## config.mk

```make
export PLATFORM = sky130hd
export DESIGN_NAME = fp_stream2arr
export DESIGN_NICKNAME = d
export VERILOG_FILES = /design/src/rtl/fplib_pkg.sv /design/src/rtl/fp_requant.sv /design/src/rtl/fp_stream2arr.sv
export SDC_FILE = /design/constraint.sdc
export NUM_CORES = 1
export LEC_CHECK = 0
export ABC_AREA = 0
export BUFFER_PORTS_ARGS = -buffer_cell sky130_fd_sc_hd__buf_4
export CAP_MARGIN = 20
export CORE_UTILIZATION = 56
export CTS_CLUSTER_DIAMETER = 60
export DETAILED_ROUTE_END_ITERATION = 7
export HOLD_SLACK_MARGIN = 0.05
export PLACE_DENSITY = 0.79
export REMOVE_ABC_BUFFERS = 1
export SYNTH_ARGS = -nofsm -noshare
export SYNTH_HDL_FRONTEND = slang
export SYNTH_SLANG_ARGS = --single-unit
```

## constraint.sdc

```tcl
create_clock -name clk -period 2.22 [get_ports clk]
set_clock_uncertainty 0.05 [all_clocks]
set_input_delay 0.444 -clock clk [delete_from_list [all_inputs] [get_ports clk]]
set_output_delay 0.444 -clock clk [all_outputs]
set_load 0.02 [all_outputs]
```

## src/rtl/fplib_pkg.sv

```systemverilog
// Shared fixed-point helpers: stream-to-array FSM state and
// requantization width / shift / rounding constant functions.
package fplib_pkg;

    typedef enum logic {
        FILL = 1'b0,
        HOLD = 1'b1
    } s2a_state_e;

    function automatic int rq_max(input int a, input int b);
        return (a > b) ? a : b;
    endfunction

    // Intermediate width with one guard bit for the rounding add.
    function automatic int rq_width(input int iwi, input int qwi,
                                    input int iwo, input int qwo);
        return rq_max(iwi, iwo) + rq_max(qwi, qwo) + 1;
    endfunction

    // Positive: left shift amount; negative: right shift amount.
    function automatic int rq_shift(input int qwi, input int qwo);
        return qwo - qwi;
    endfunction

    // Half-LSB constant added before a right shift by d.
    function automatic int rq_round(input int d);
        return (d > 0) ? (1 << (d - 1)) : 0;
    endfunction

endpackage

```

## src/rtl/fp_requant.sv

```systemverilog
// Combinational signed fixed-point requantizer (Q IW_I.QW_I -> Q IW_O.QW_O)
// with saturation; rounds half-up when FPLIB_ROUND_EN is defined, else floors.
// Ports: din_i input scalar, val_o requantized value, sat_o clamped flag.
module fp_requant
    import fplib_pkg::*;
#(
    parameter int IW_I = 4,
    parameter int QW_I = 4,
    parameter int IW_O = 2,
    parameter int QW_O = 2
) (
    input  logic [IW_I+QW_I-1:0] din_i,
    output logic [IW_O+QW_O-1:0] val_o,
    output logic                 sat_o
);

    localparam int WO = IW_O + QW_O;
    localparam int W  = rq_width(IW_I, QW_I, IW_O, QW_O);
    localparam int SH = rq_shift(QW_I, QW_O);
    localparam int LS = (SH > 0) ? SH : 0;
    localparam int RS = (SH < 0) ? -SH : 0;

    localparam logic signed [W-1:0] MAXV = W'((2 ** (WO - 1)) - 1);
    localparam logic signed [W-1:0] MINV = -MAXV - W'(1);

    logic signed [W-1:0] ext;
    logic signed [W-1:0] rnd;
    logic signed [W-1:0] shf;

    always_comb begin
        ext = W'($signed(din_i));
`ifdef FPLIB_ROUND_EN
        rnd = W'(rq_round(RS));
`else
        rnd = '0;
`endif
        // Only one of LS/RS is non-zero for a given parameter set.
        shf   = ((ext + rnd) <<< LS) >>> RS;
        sat_o = (shf > MAXV) || (shf < MINV);
        if (shf > MAXV) begin
            val_o = MAXV[WO-1:0];
        end else if (shf < MINV) begin
            val_o = MINV[WO-1:0];
        end else begin
            val_o = shf[WO-1:0];
        end
    end

endmodule

```

## src/rtl/fp_stream2arr.sv

```systemverilog
// Collects SIZE requantized scalars into a frame with valid/ready on both
// sides. Rounding selected by FPLIB_ROUND_EN (see fp_requant).
// Ports: clk, rst_n (async low), clr (drop partial frame), din/in_valid/
// in_ready input stream, dout/out_valid/out_ready frame, sat frame flag.
module fp_stream2arr
    import fplib_pkg::*;
#(
    parameter int IW_I = 4,
    parameter int QW_I = 4,
    parameter int IW_O = 2,
    parameter int QW_O = 2,
    parameter int SIZE = 4
) (
    input  logic                           clk,
    input  logic                           rst_n,
    input  logic                           clr,
    input  logic [IW_I+QW_I-1:0]           din,
    input  logic                           in_valid,
    output logic                           in_ready,
    output logic [SIZE-1:0][IW_O+QW_O-1:0] dout,
    output logic                           out_valid,
    input  logic                           out_ready,
    output logic                           sat
);

    localparam int WO   = IW_O + QW_O;
    localparam int IDXW = $clog2(SIZE);
    localparam logic [IDXW-1:0] LAST = IDXW'(SIZE - 1);

    s2a_state_e state_q, state_d;
    logic [IDXW-1:0] idx_q, idx_d;
    logic [SIZE-1:0][WO-1:0] buf_q, buf_d;
    logic [SIZE-1:0][WO-1:0] dout_q, dout_d;
    logic [SIZE-1:0][WO-1:0] frame_w;
    logic sticky_q, sticky_d;
    logic sat_q, sat_d;
    logic ov_q, ov_d;
    logic [WO-1:0] rq_val;
    logic rq_sat;
    logic out_free;

    fp_requant #(
        .IW_I(IW_I),
        .QW_I(QW_I),
        .IW_O(IW_O),
        .QW_O(QW_O)
    ) u_rq (
        .din_i(din),
        .val_o(rq_val),
        .sat_o(rq_sat)
    );

    assign in_ready  = rst_n && (state_q == FILL);
    assign out_valid = ov_q;
    assign dout      = dout_q;
    assign sat       = sat_q;
    assign out_free  = !ov_q || out_ready;

    always_comb begin
        state_d  = state_q;
        idx_d    = idx_q;
        buf_d    = buf_q;
        sticky_d = sticky_q;
        dout_d   = dout_q;
        sat_d    = sat_q;
        ov_d     = ov_q;
        frame_w  = buf_q;
        frame_w[idx_q] = rq_val;

        if (ov_q && out_ready) begin
            ov_d = 1'b0;
        end

        if (clr) begin
            state_d  = FILL;
            idx_d    = '0;
            buf_d    = '0;
            sticky_d = 1'b0;
        end else begin
            unique case (state_q)
                FILL: begin
                    if (in_valid) begin
                        buf_d    = frame_w;
                        sticky_d = sticky_q | rq_sat;
                        if (idx_q != LAST) begin
                            idx_d = idx_q + IDXW'(1);
                        end else if (out_free) begin
                            dout_d   = frame_w;
                            sat_d    = sticky_q | rq_sat;
                            ov_d     = 1'b1;
                            idx_d    = '0;
                            sticky_d = 1'b0;
                        end else begin
                            state_d = HOLD;
                        end
                    end
                end
                HOLD: begin
                    if (ov_q && out_ready) begin
                        dout_d   = buf_q;
                        sat_d    = sticky_q;
                        ov_d     = 1'b1;
                        idx_d    = '0;
                        sticky_d = 1'b0;
                        state_d  = FILL;
                    end
                end
                default: begin
                    state_d = FILL;
                end
            endcase
        end
    end

    always_ff @(posedge clk or negedge rst_n) begin
        if (!rst_n) begin
            state_q  <= FILL;
            idx_q    <= '0;
            buf_q    <= '0;
            sticky_q <= 1'b0;
            dout_q   <= '0;
            sat_q    <= 1'b0;
            ov_q     <= 1'b0;
        end else begin
            state_q  <= state_d;
            idx_q    <= idx_d;
            buf_q    <= buf_d;
            sticky_q <= sticky_d;
            dout_q   <= dout_d;
            sat_q    <= sat_d;
            ov_q     <= ov_d;
        end
    end

endmodule

```

Word-level counts from Yosys, hierarchy flattened
Cells that the tools add are included.
Storage, ports and cells
  memories kept: 0
  latch bits: 0
  memory bits (writable): 0
  register bits after elaboration: 38
  output and inout bits: 19
  logic and storage cells: 84
  memory bits (read-only): 0
Cells by class
  magnitude comparators: 4
  div/mod/pow operators: 0
  mux-type cells: 43
  $mul: 0
  bitwise gates (word level): 3
  $add $sub $neg: 1
  reduce and logical (&&, ||, !) cells: 11
  shift operators: 0
  equality and inequality tests: 9
Operators by type and width (number)
  two-way mux 16 bit: 7
  case mux 16 bit (2 select lines): 1
  two-way mux 1 bit: 20
  bitwise mux 16 bit: 1
  two-way mux 4 bit: 3
  two-way mux 2 bit: 5
  inequality test 2 bit, second input constant: 5
  demux 4 bit (select 2 bit): 1
  case mux 1 bit (2 select lines): 4
  > comparator 6 x 4 -> 1 bit, second input constant: 1
  < comparator 6 x 4 -> 1 bit, second input constant: 1
  AND reduction 5 bit: 1
  inequality test 4 x 3 -> 1 bit, second input constant: 1
  case mux 2 bit (2 select lines): 1
  AND reduction 2 bit: 2
  logical AND 1 bit: 3
  < comparator 2 x 3 -> 1 bit, second input constant: 1
  inequality test 3 x 2 -> 1 bit, second input constant: 1
  inequality test 3 bit, second input constant: 1
  AND reduction 3 bit: 1
  adder 2 x 1 -> 2 bit, second input constant: 1
  >= comparator 2 x 1 -> 1 bit, second input constant: 1
  logical OR 1 bit: 2
  inequality test 2 x 1 -> 1 bit, second input constant: 1
  4 further kinds: 5

Depth between registers and ports, before layout
Gate-level depths: netlist (run 1).
  depth in word-level cells: 9
  gate-level depth with buffers: 6
  depth with buffers taken out: 5

Hierarchy
Synthesis (run 1) repeated with hierarchy kept, for this count alone.
Second synthesis, totals
  cells, all modules: 189
  area, all modules: 2018.2 um2
Modules (own cells, without submodules)
  fp_stream2arr: times used 1, area an instance 1943.1 um2, cells each 175
  fp_requant: times used 1, area an instance 75.1 um2, cells each 14

Least setup slack after synthesis (run 1)
Ideal clock, no wire load.
  path kind: register -> register
  start point: register idx_q[0]
  end point: register dout_q (netlist bit dout[11])
  setup slack: 0.495 ns
  period minus slack after synthesis: 1.725 ns
  setup time: 0.125 ns
  data arrival time: 1.551 ns
  cell stages (with the launch flop): 6
  path buffers: 1
  cells stage by stage: dfrtp_1 -> ha_1 -> and3b_1 -> buf_6 -> o221ai_4 -> mux2_2
On the way
  word-level cells in the longest chain between the ends: 9
Ends and longest elaborated chain
  from (decl): RTL line fp_stream2arr.sv:31  | logic [IDXW-1:0] idx_q, idx_d;
  from (signal assigned): RTL line fp_stream2arr.sv:126  | idx_q <= idx_d;
  < comparator 2 x 3 -> 1 bit (implied by the code) or >= comparator 2 x 1 -> 1 bit (tied branches): RTL line fp_stream2arr.sv:68  | frame_w[idx_q] = rq_val;
  logical AND 1 bit (implied by the code): RTL line fp_stream2arr.sv:68
  two-way mux 4 bit (implied by the code): RTL line fp_stream2arr.sv:68
  demux 4 bit (select 2 bit): RTL line fp_stream2arr.sv:68
  bitwise mux 16 bit: RTL line fp_stream2arr.sv:68
  two-way mux 16 bit: RTL line fp_stream2arr.sv:87  | end else if (out_free) begin
  two-way mux 16 bit: RTL line fp_stream2arr.sv:85  | if (idx_q != LAST) begin
  two-way mux 16 bit: RTL line fp_stream2arr.sv:82  | if (in_valid) begin
  case mux 16 bit (2 select lines): RTL line fp_stream2arr.sv:80  | unique case (state_q)
  to (signal assigned): RTL line fp_stream2arr.sv:129  | dout_q <= dout_d;
  to (decl): RTL line fp_stream2arr.sv:33  | logic [SIZE-1:0][WO-1:0] dout_q, dout_d;
Several ways; a longest one is shown, not always the timed one. The select of a mux whose other input is x is not followed.
A chain may end at the register's enable or synchronous reset.

Worst setup path in the final report (run 1)
  start point: register idx_q[1]
  end point: register dout_q (netlist bit dout[1])
The elaborated chain is that of the path after synthesis.

==> impl_metrics.json, run 1 <==
{
  "status": "completed",
  "drt-wirelength-per-cell_um": 16.85,
  "final.setup.worst_slack_ns": 0.3009,
  "die_h_um": 63.81,
  "cp.arrival_ns": 2.08,
  "ant_nets": 0,
  "syn_area_per_cell_um2": 10.24,
  "synth_area_mm2": 0.002140,
  "endpoint_kind": "register",
  "reg2reg_depth": 5,
  "final_cell_mix": "dfrtp_1, buf_4, inv_1, o211ai_1, a31oi_1",
  "synth-compound-area-share_pct": 27.78,
  "core_mm2": 0.003661,
  "die_area_mm2": 0.004072,
  "slew_viol_final": 0,
  "groute.usage.overall_pct": 26.58,
  "antenna_found_initial": 0,
  "nets": 250,
  "grt_pass1_vias": 1664,
  "finish.instance_area_mm2": 0.002455,
  "power_mw": 1.986,
  "setup_tns_ns": 0,
  "cts_resized": 0,
  "synth.area.mux_share_pct": 7.018,
  "antennaDiodeCount": 0,
  "critPathLaunchType": "register",
  "drt_wl_total_um": 4752,
  "peakVddDrop_uv": 418.4,
  "place_inst": 274,
  "fin_crit_ns": 1.919,
  "grt_max_degree": 39,
  "utilization_pct": 67.05,
  "place_area_mm2": 0.002360,
  "ys.flop_type": "dfrtp_1",
  "postCtsHoldBufs": 0,
  "path_clk_slew_ns": 0.08,
  "maxCapViolations": 0,
  "drt_iter0_drc": 106,
  "vias": 1724,
  "dp_hpwl_um": 3317,
  "max_freq_ghz": 0.5211,
  "firstDrtPassIters": 5,
  "power_leakage_nw": 1.141,
  "cts-root-buf": "clkbuf_8",
  "max-slew-margin-rel_pct": 68.29,
  "cts_buffer_depth": 2,
  "stdcell_count": 282,
  "power_frac_clock_pct": 25.3,
  "cts_sinks": 38,
  "via_per_inst": 6.113,
  "cts_tree": "yes",
  "ys_seq_area_share_pct": 44.44,
  "die_w_um": 63.81,
  "yosysWarnings": 0,
  "yosys.area_share.simple_pct": 10.64,
  "place_ws_ns": 0.3207,
  "port_buffers": 29,
  "critPathMaxFanout": 13,
  "drc": 0,
  "hold_class": "input port to async pin",
  "p_per_area_mw_per_mm2": 809.2,
  "p_comb_share_pct": 30.5,
  "layout_commonest_cell": "dfrtp_1",
  "regToRegStartpoint": "idx_q[1]",
  "synthCells": 209,
  "row_count": 22,
  "ioPinCount": 32,
  "place_congestion": 0.8467,
  "synth.distinct_cells": 39,
  "switchingPower_mw": 0.6641,
  "hold_ws_ns": 0.1460,
  "worst_pin_slew_ns": 0.4756,
  "async_flop_share_pct": 100.0,
  "start_util_pct": 58.44,
  "rsz0062_at_grt": "no",
  "period_share_pct": 86.44,
  "synth_top_family_by_area": "compound AO/OA/AOI/OAI gates",
  "hold_violations": 0,
  "cts_inserted_buffers": 5,
  "synth_fa_ha_area_share_pct": 2.339,
  "required_ns": 2.38,
  "post_cts_buffers": 0,
  "gr-total-overflow": 0,
  "syn_to_final_growth_pct": 14.74,
  "grt_first_pass_wirelength_um": 8100,
  "synth_edf_count": 0,
  "synthXorXnorAreaFrac_pct": 0,
  "crit_type": "register to register",
  "yosys_register_bits": 38,
  "p_int_mw": 1.322,
  "htreeDepth": 2,
  "drive_above_1_share_pct": 24.79,
  "reg2reg_slack_ns": 0.30,
  "switching_share_pct": 33.43,
  "insertion_delay_ns": 0.29,
  "r2r_end": "dout[1]",
  "power.share.sequential_pct": 44.2,
  "setup_viol": 0
}
## metal layers
metal	wire, µm	track usage, %	share of wire [%]	vias up
met5	0	0	0	-
met4	35	8.523	0.74	0
met3	307	6.786	6.5	4
met2	2194	40.03	46	58
met1	2214	37.46	47	835
li1	-	-	-	827
## cells by family (layout without fill, tap and decap cells)
| kind of cell | Yosys count | count (layout) |
|---|---|---|
| AOI/OAI and AO/OA | 79 | 79 |
| adders and majority gates | 4 | 4 |
| buffers and inverters | 36 | 61 |
| DFF | 38 | 38 |
| muxes | 14 | 14 |
| and+or+nand+nor | 38 | 38 |
## area by class of cell
class / instances / area [µm²]
tap: 48 / 60.06
timing repair buffer: 34 / 255.2
clock buffer: 6 / 82.58
fill: 311 / 1206
sequential: 38 / 950.9
multi-input combinational: 135 / 1022
inverter: 19 / 71.32
clock inverter: 2 / 12.51
## critical path, cell delays in order (launching register included)
cell and delay (ns):
dfrtp_1 0.42, ha_1 0.31, and3b_1 0.44, o221ai_4 0.21, buf_4 0.24, a32oi_1 0.17
## Yosys cell counts (2+ instances only)
| cell | n | area share, % |
|---|---|---|
| o21ba_2 | 3 | 1.4 |
| a31oi_1 | 13 | 3.8 |
| clkbuf_1 | 11 | 1.9 |
| mux2_2 | 8 | 4.2 |
| a21bo_2 | 3 | 1.4 |
| nand3_1 | 3 | 0.70 |
| inv_1 | 19 | 3.3 |
| buf_6 | 2 | 1.1 |
| buf_2 | 2 | 0.47 |
| ha_1 | 4 | 2.3 |
| mux2i_1 | 6 | 2.8 |
| nand2b_1 | 4 | 1.2 |
| or2b_1 | 2 | 0.70 |
| o21bai_1 | 3 | 1.1 |
| nor2_1 | 5 | 0.88 |
| a21oi_1 | 2 | 0.47 |
| a32oi_1 | 12 | 4.9 |
| nor2b_1 | 7 | 2.0 |
| o211ai_1 | 14 | 4.9 |
| dfrtp_1 | 38 | 44 |
| o21ai_0 | 12 | 2.8 |
| nand4_1 | 2 | 0.58 |
| a211oi_1 | 12 | 4.2 |
| and3b_1 | 4 | 1.6 |
| nand2_1 | 4 | 0.70 |
## how the worst max path moves through the flow
stage / slack [ns] / from / end / depth (start not counted)
after floorplan: 0.39 / idx_q[0] / dout[11] / 4
after global placement: 0.38 / idx_q[0] / sat / 5
after detailed placement: 0.32 / idx_q[1] / dout[1] / 5
after CTS: 0.29 / idx_q[1] / dout[1] / 5
after global routing: 0.15 / idx_q[1] / dout[9] / 5
final: 0.30 / idx_q[1] / dout[1] / 5
## state kept, by name (all words and copies together), names as in the netlist
name	cells
buf_q	16
dout	16
idx_q	2
out_valid	1
sat	1
state_q	1
sticky_q	1
## power by group through the flow
stage	sequential (mW)	combinational (mW)	clock, mW
floorplan	1.01	0.219	0
global placement	0.886	0.598	0
detailed placement	0.893	0.603	0
CTS	0.880	0.607	0.508
global route	0.893	0.657	0.541
finish	0.878	0.606	0.503
No activity file was read; power rests on OpenSTA's default activity.
==> run 2: changes to the inputs <==
- CORE_UTILIZATION: 56 -> 40
- CTS_BUF_LIST: unset -> sky130_fd_sc_hd__clkbuf_4
- PLACE_DENSITY: 0.79 -> unset
==> run 2 against run 1 <==
Sequential cell count unchanged. Design area rose by 0.15%. Fmax increased by 1.6%. Power fell by 1.8%. Critical path type unchanged. Largest cell class unchanged.
==> impl_metrics.json, run 2 (synthesis results as in run 1) <==
{
  "status": "completed",
  "drt-wirelength-per-cell_um": 16.72,
  "drt_iter0_drc": 108,
  "via_per_inst": 5.521,
  "port_buffers": 29,
  "power_mw": 1.951,
  "setup_tns_ns": 0,
  "cts-root-buf": "clkbuf_4",
  "start_util_pct": 41.63,
  "critPathLaunchType": "register",
  "place_inst": 296,
  "nets": 250,
  "ant_nets": 0,
  "stdcell_count": 303,
  "crit_chain": "ha_1 -> and3b_1 -> o221ai_4 -> buf_4 -> mux2i_1",
  "final_cell_mix": "dfrtp_1, buf_4, inv_1, o211ai_1, a31oi_1",
  "dp_hpwl_um": 3544,
  "postCtsHoldBufs": 0,
  "power.share.sequential_pct": 44.9,
  "layout_commonest_cell": "dfrtp_1",
  "p_comb_share_pct": 31.0,
  "vias": 1673,
  "groute.usage.overall_pct": 20.57,
  "required_ns": 2.46,
  "endpoint_kind": "register",
  "die_h_um": 75.14,
  "cts_tree": "yes",
  "fin_crit_ns": 1.890,
  "reg2reg_depth": 5,
  "critPathMaxFanout": 13,
  "worst_pin_slew_ns": 0.4887,
  "grt_first_pass_wirelength_um": 8459,
  "place_congestion": 0.8137,
  "power_frac_clock_pct": 24.1,
  "insertion_delay_ns": 0.35,
  "cts_inserted_buffers": 5,
  "grt_max_degree": 39,
  "hold_violations": 0,
  "drc": 0,
  "die_w_um": 75.14,
  "htreeDepth": 2,
  "p_per_area_mw_per_mm2": 793.6,
  "power_leakage_nw": 1.132,
  "syn_to_final_growth_pct": 14.91,
  "antenna_found_initial": 0,
  "ioPinCount": 32,
  "peakVddDrop_uv": 246.6,
  "switching_share_pct": 33.38,
  "switchingPower_mw": 0.6513,
  "post_cts_buffers": 0,
  "path_clk_slew_ns": 0.13,
  "hold_class": "input port to async pin",
  "rsz0062_at_grt": "no",
  "max_freq_ghz": 0.5292,
  "maxCapViolations": 0,
  "drive_above_1_share_pct": 24.03,
  "die_area_mm2": 0.005645,
  "crit_path_max_incr_delay_ns": 0.44,
  "period_share_pct": 85.12,
  "cts_sinks": 38,
  "cts_resized": 0,
  "row_count": 26,
  "setup_viol": 0,
  "antennaDiodeCount": 0,
  "gr-total-overflow": 0,
  "p_int_mw": 1.300,
  "drt_wl_total_um": 5067,
  "crit_type": "register to register",
  "max-slew-margin-rel_pct": 67.42,
  "hold_ws_ns": 0.07332,
  "cp.arrival_ns": 2.13,
  "firstDrtPassIters": 4,
  "slew_viol_final": 0,
  "grt_pass1_vias": 1654,
  "core_mm2": 0.005140,
  "cpMaxStageDelayCell": "dfrtp_1",
  "utilization_pct": 47.83,
  "cts_buffer_depth": 2
}
## run 2: critical path, delay by kind of cell, from the launching register on
kind	cells	cell delay (ns)
buf+inv	1	0.27
mux	1	0.19
flops	1	0.44
compound gates	1	0.28
fa+ha+maj	1	0.28
simple gates	1	0.31
## run 2: metal layers
| layer | global-route usage (%) | up-vias | wire, µm |
|---|---|---|---|
| met5 | 0 | - | 0 |
| met4 | 6.173 | 0 | 70 |
| met2 | 31.83 | 54 | 2291 |
| met1 | 28.68 | 786 | 2445 |
| met3 | 4.953 | 5 | 259 |
| li1 | - | 828 | - |
## run 2: final timing paths
kind                              to  startpoint  slack, ns
min                        buf_q[14]       rst_n       0.07
max                              sat    idx_q[0]       0.33
max in group asynchronous    dout[9]       rst_n       1.71
max reg2reg                      sat    idx_q[0]       0.33
min reg2reg                  dout[0]     dout[0]       0.47
min in group clk             state_q   out_ready       0.28
## run 2: power groups by stage
stage	clock (mW)	sequential, mW	combinational, mW
after floorplan	0	1.01	0.219
final	0.470	0.875	0.606
after global placement	0	0.887	0.607
after CTS	0.472	0.878	0.609
after detailed placement	0	0.892	0.605
after global routing	0.503	0.897	0.675
## run 2: area by class of cell
cell class | count | area (µm²)
Multi-Input combinational cell | 135 | 1022
Tap cell | 70 | 87.58
Clock inverter | 2 | 33.78
Clock buffer | 5 | 37.54
Fill cell | 529 | 2681
Timing Repair Buffer | 34 | 255.2
Inverter | 19 | 71.32
Sequential cell | 38 | 950.9
## run 2: stage by stage
stage	worst slack, ns	area, µm²
finish	0.3304	2459
global route	0.1673	2459
CTS	0.3036	2459
detailed placement	0.3346	2387
global placement	0.3606	2387
floorplan	0.3941	2044
==> run 3: changes to the inputs <==
- CTS_BUF_LIST: sky130_fd_sc_hd__clkbuf_4 -> sky130_fd_sc_hd__clkbuf_4 sky130_fd_sc_hd__clkbuf_8
==> run 3 against run 2 <==
Combinational power hardly changed. Die area stayed put. Wire length is 0.57% higher. Clock power is 29% higher. First-iteration DRC count is 10% lower. Hold slack better by 0.083 ns. Fmax is 0.58% higher. Power is 7.1% higher. Largest power group unchanged.
==> impl_metrics.json, run 3 (synthesis results as in run 1) <==
{
  "dp_hpwl_um": 3544,
  "nets": 250,
  "grt_first_pass_wirelength_um": 8466,
  "insertion_delay_ns": 0.29,
  "drc": 0,
  "ant_nets": 0,
  "hold_violations": 0,
  "crit_family": "flip-flops",
  "peakVddDrop_uv": 276.5,
  "cts_tree": "yes",
  "core_mm2": 0.005140,
  "regToRegStartpoint": "idx_q[0]",
  "crit_path_max_incr_delay_ns": 0.43,
  "drive_above_1_share_pct": 24.46,
  "max_freq_ghz": 0.5323,
  "stdcell_count": 303,
  "period_share_pct": 84.62,
  "slew_viol_final": 0,
  "p_per_area_mw_per_mm2": 835.8,
  "cp.arrival_ns": 2.05,
  "drt-wirelength-per-cell_um": 16.82,
  "power_leakage_nw": 1.151,
  "crit_type": "register to register",
  "setup_tns_ns": 0,
  "p_int_mw": 1.433,
  "start_util_pct": 41.63,
  "hold_ws_ns": 0.1564,
  "cts_resized": 0,
  "rsz0062_at_grt": "no",
  "path_clk_slew_ns": 0.08,
  "critPathMaxFanout": 13,
  "critical_path_buf_inv_count": 1,
  "ioPinCount": 32,
  "postCtsHoldBufs": 0,
  "r2r_end": "sat",
  "status": "completed",
  "grt_max_degree": 39,
  "cts_buffer_depth": 2,
  "die_h_um": 75.14,
  "fin_crit_ns": 1.879,
  "cts_sinks": 38,
  "place_ws_ns": 0.3346,
  "crit_chain": "ha_1 -> and3b_1 -> o221ai_4 -> buf_4 -> mux2i_1",
  "port_buffers": 29,
  "power_frac_clock_pct": 29.1,
  "switching_share_pct": 31.43,
  "setup_viol": 0,
  "syn_to_final_growth_pct": 16.84,
  "gr-total-overflow": 0,
  "cpMaxStageDelayCell": "dfrtp_1",
  "power.share.sequential_pct": 41.9,
  "switchingPower_mw": 0.6567,
  "firstDrtPassIters": 4,
  "p_comb_share_pct": 29.0,
  "power_mw": 2.089,
  "via_per_inst": 5.601,
  "antennaDiodeCount": 0,
  "maxCapViolations": 0,
  "row_count": 26,
  "worst_pin_slew_ns": 0.4984,
  "final.setup.worst_slack_ns": 0.3414,
  "final_cell_mix": "dfrtp_1, buf_4, inv_1, o211ai_1, a31oi_1",
  "max-slew-margin-rel_pct": 66.77,
  "antenna_found_initial": 0,
  "cts_inserted_buffers": 5,
  "reg2reg_depth": 5,
  "drt_iter0_drc": 97,
  "grt_pass1_vias": 1656,
  "die_w_um": 75.14,
  "fillers": 528,
  "critPathLaunchType": "register",
  "htreeDepth": 2,
  "hold_class": "input port to async pin",
  "groute.usage.overall_pct": 20.60,
  "vias": 1697,
  "required_ns": 2.39,
  "drt_wl_total_um": 5096,
  "cts-root-buf": "clkbuf_8",
  "die_area_mm2": 0.005645,
  "post_cts_buffers": 0,
  "place_congestion": 0.8137,
  "layout_commonest_cell": "dfrtp_1",
  "reg2reg_slack_ns": 0.34,
  "endpoint_kind": "register",
  "place_inst": 296
}
[run 3: changes by cell type in the layout (fill, tap and decap cells not counted)]
cell | previous run | this run
clkbuf_4 | 5 | 0
clkbuf_8 | 0 | 6
clkinv_1 | 1 | 0
[run 3: layer usage]
metal  up-vias  track usage [%]  routed length, µm  part of all wire (%)
li1        827                -                  -                     -
met1       817            28.76               2484                    49
met2        46            31.83               2312                    45
met3         7            4.552                230                   4.5
met4         0            6.790                 69                   1.4
met5         -                0                  0                     0
[run 3: final cells by class]
cell class                 instances  area, µm²  area share (%)
clock inverter                     1      30.03           1.201
timing repair buffer              34      255.2           10.21
clock buffer                       6      82.58           3.303
tap                               70      87.58           3.504
inverter                          19      71.32           2.853
multi-input combinational        135       1022           40.89
sequential                        38      950.9           38.04
[run 3: worst register-to-register path, stage by stage, from the launching register on]
cell and delay [ns]:
dfrtp_1 0.43, ha_1 0.28, and3b_1 0.31, o221ai_4 0.29, buf_4 0.26, mux2i_1 0.19
[run 3: worst max path at each step]
stage / startpoint / to / slack [ns] / cells past startpoint
6_report: idx_q[0] / sat / 0.34 / 5
3_3_place_gp: idx_q[0] / sat / 0.36 / 5
4_1_cts: idx_q[0] / sat / 0.32 / 5
5_1_grt: idx_q[1] / dout[12] / 0.18 / 5
2_1_floorplan: idx_q[0] / dout[11] / 0.39 / 4
3_5_place_dp: idx_q[0] / sat / 0.33 / 5
[run 3: power groups by stage]
stage,registers (mW),logic (mW),clock network (mW)
6_report,0.876,0.605,0.608
5_1_grt,0.897,0.675,0.649
4_1_cts,0.879,0.609,0.618
3_5_place_dp,0.892,0.605,0
3_3_place_gp,0.887,0.607,0
2_1_floorplan,1.01,0.219,0
[run 3: stage by stage]
step	util (%)	area (µm²)
final	48.64	2500
after CTS	48.64	2500
after detailed placement	46.45	2387
after floorplan	-	2044
after global placement	46.45	2387
after global routing	48.64	2500
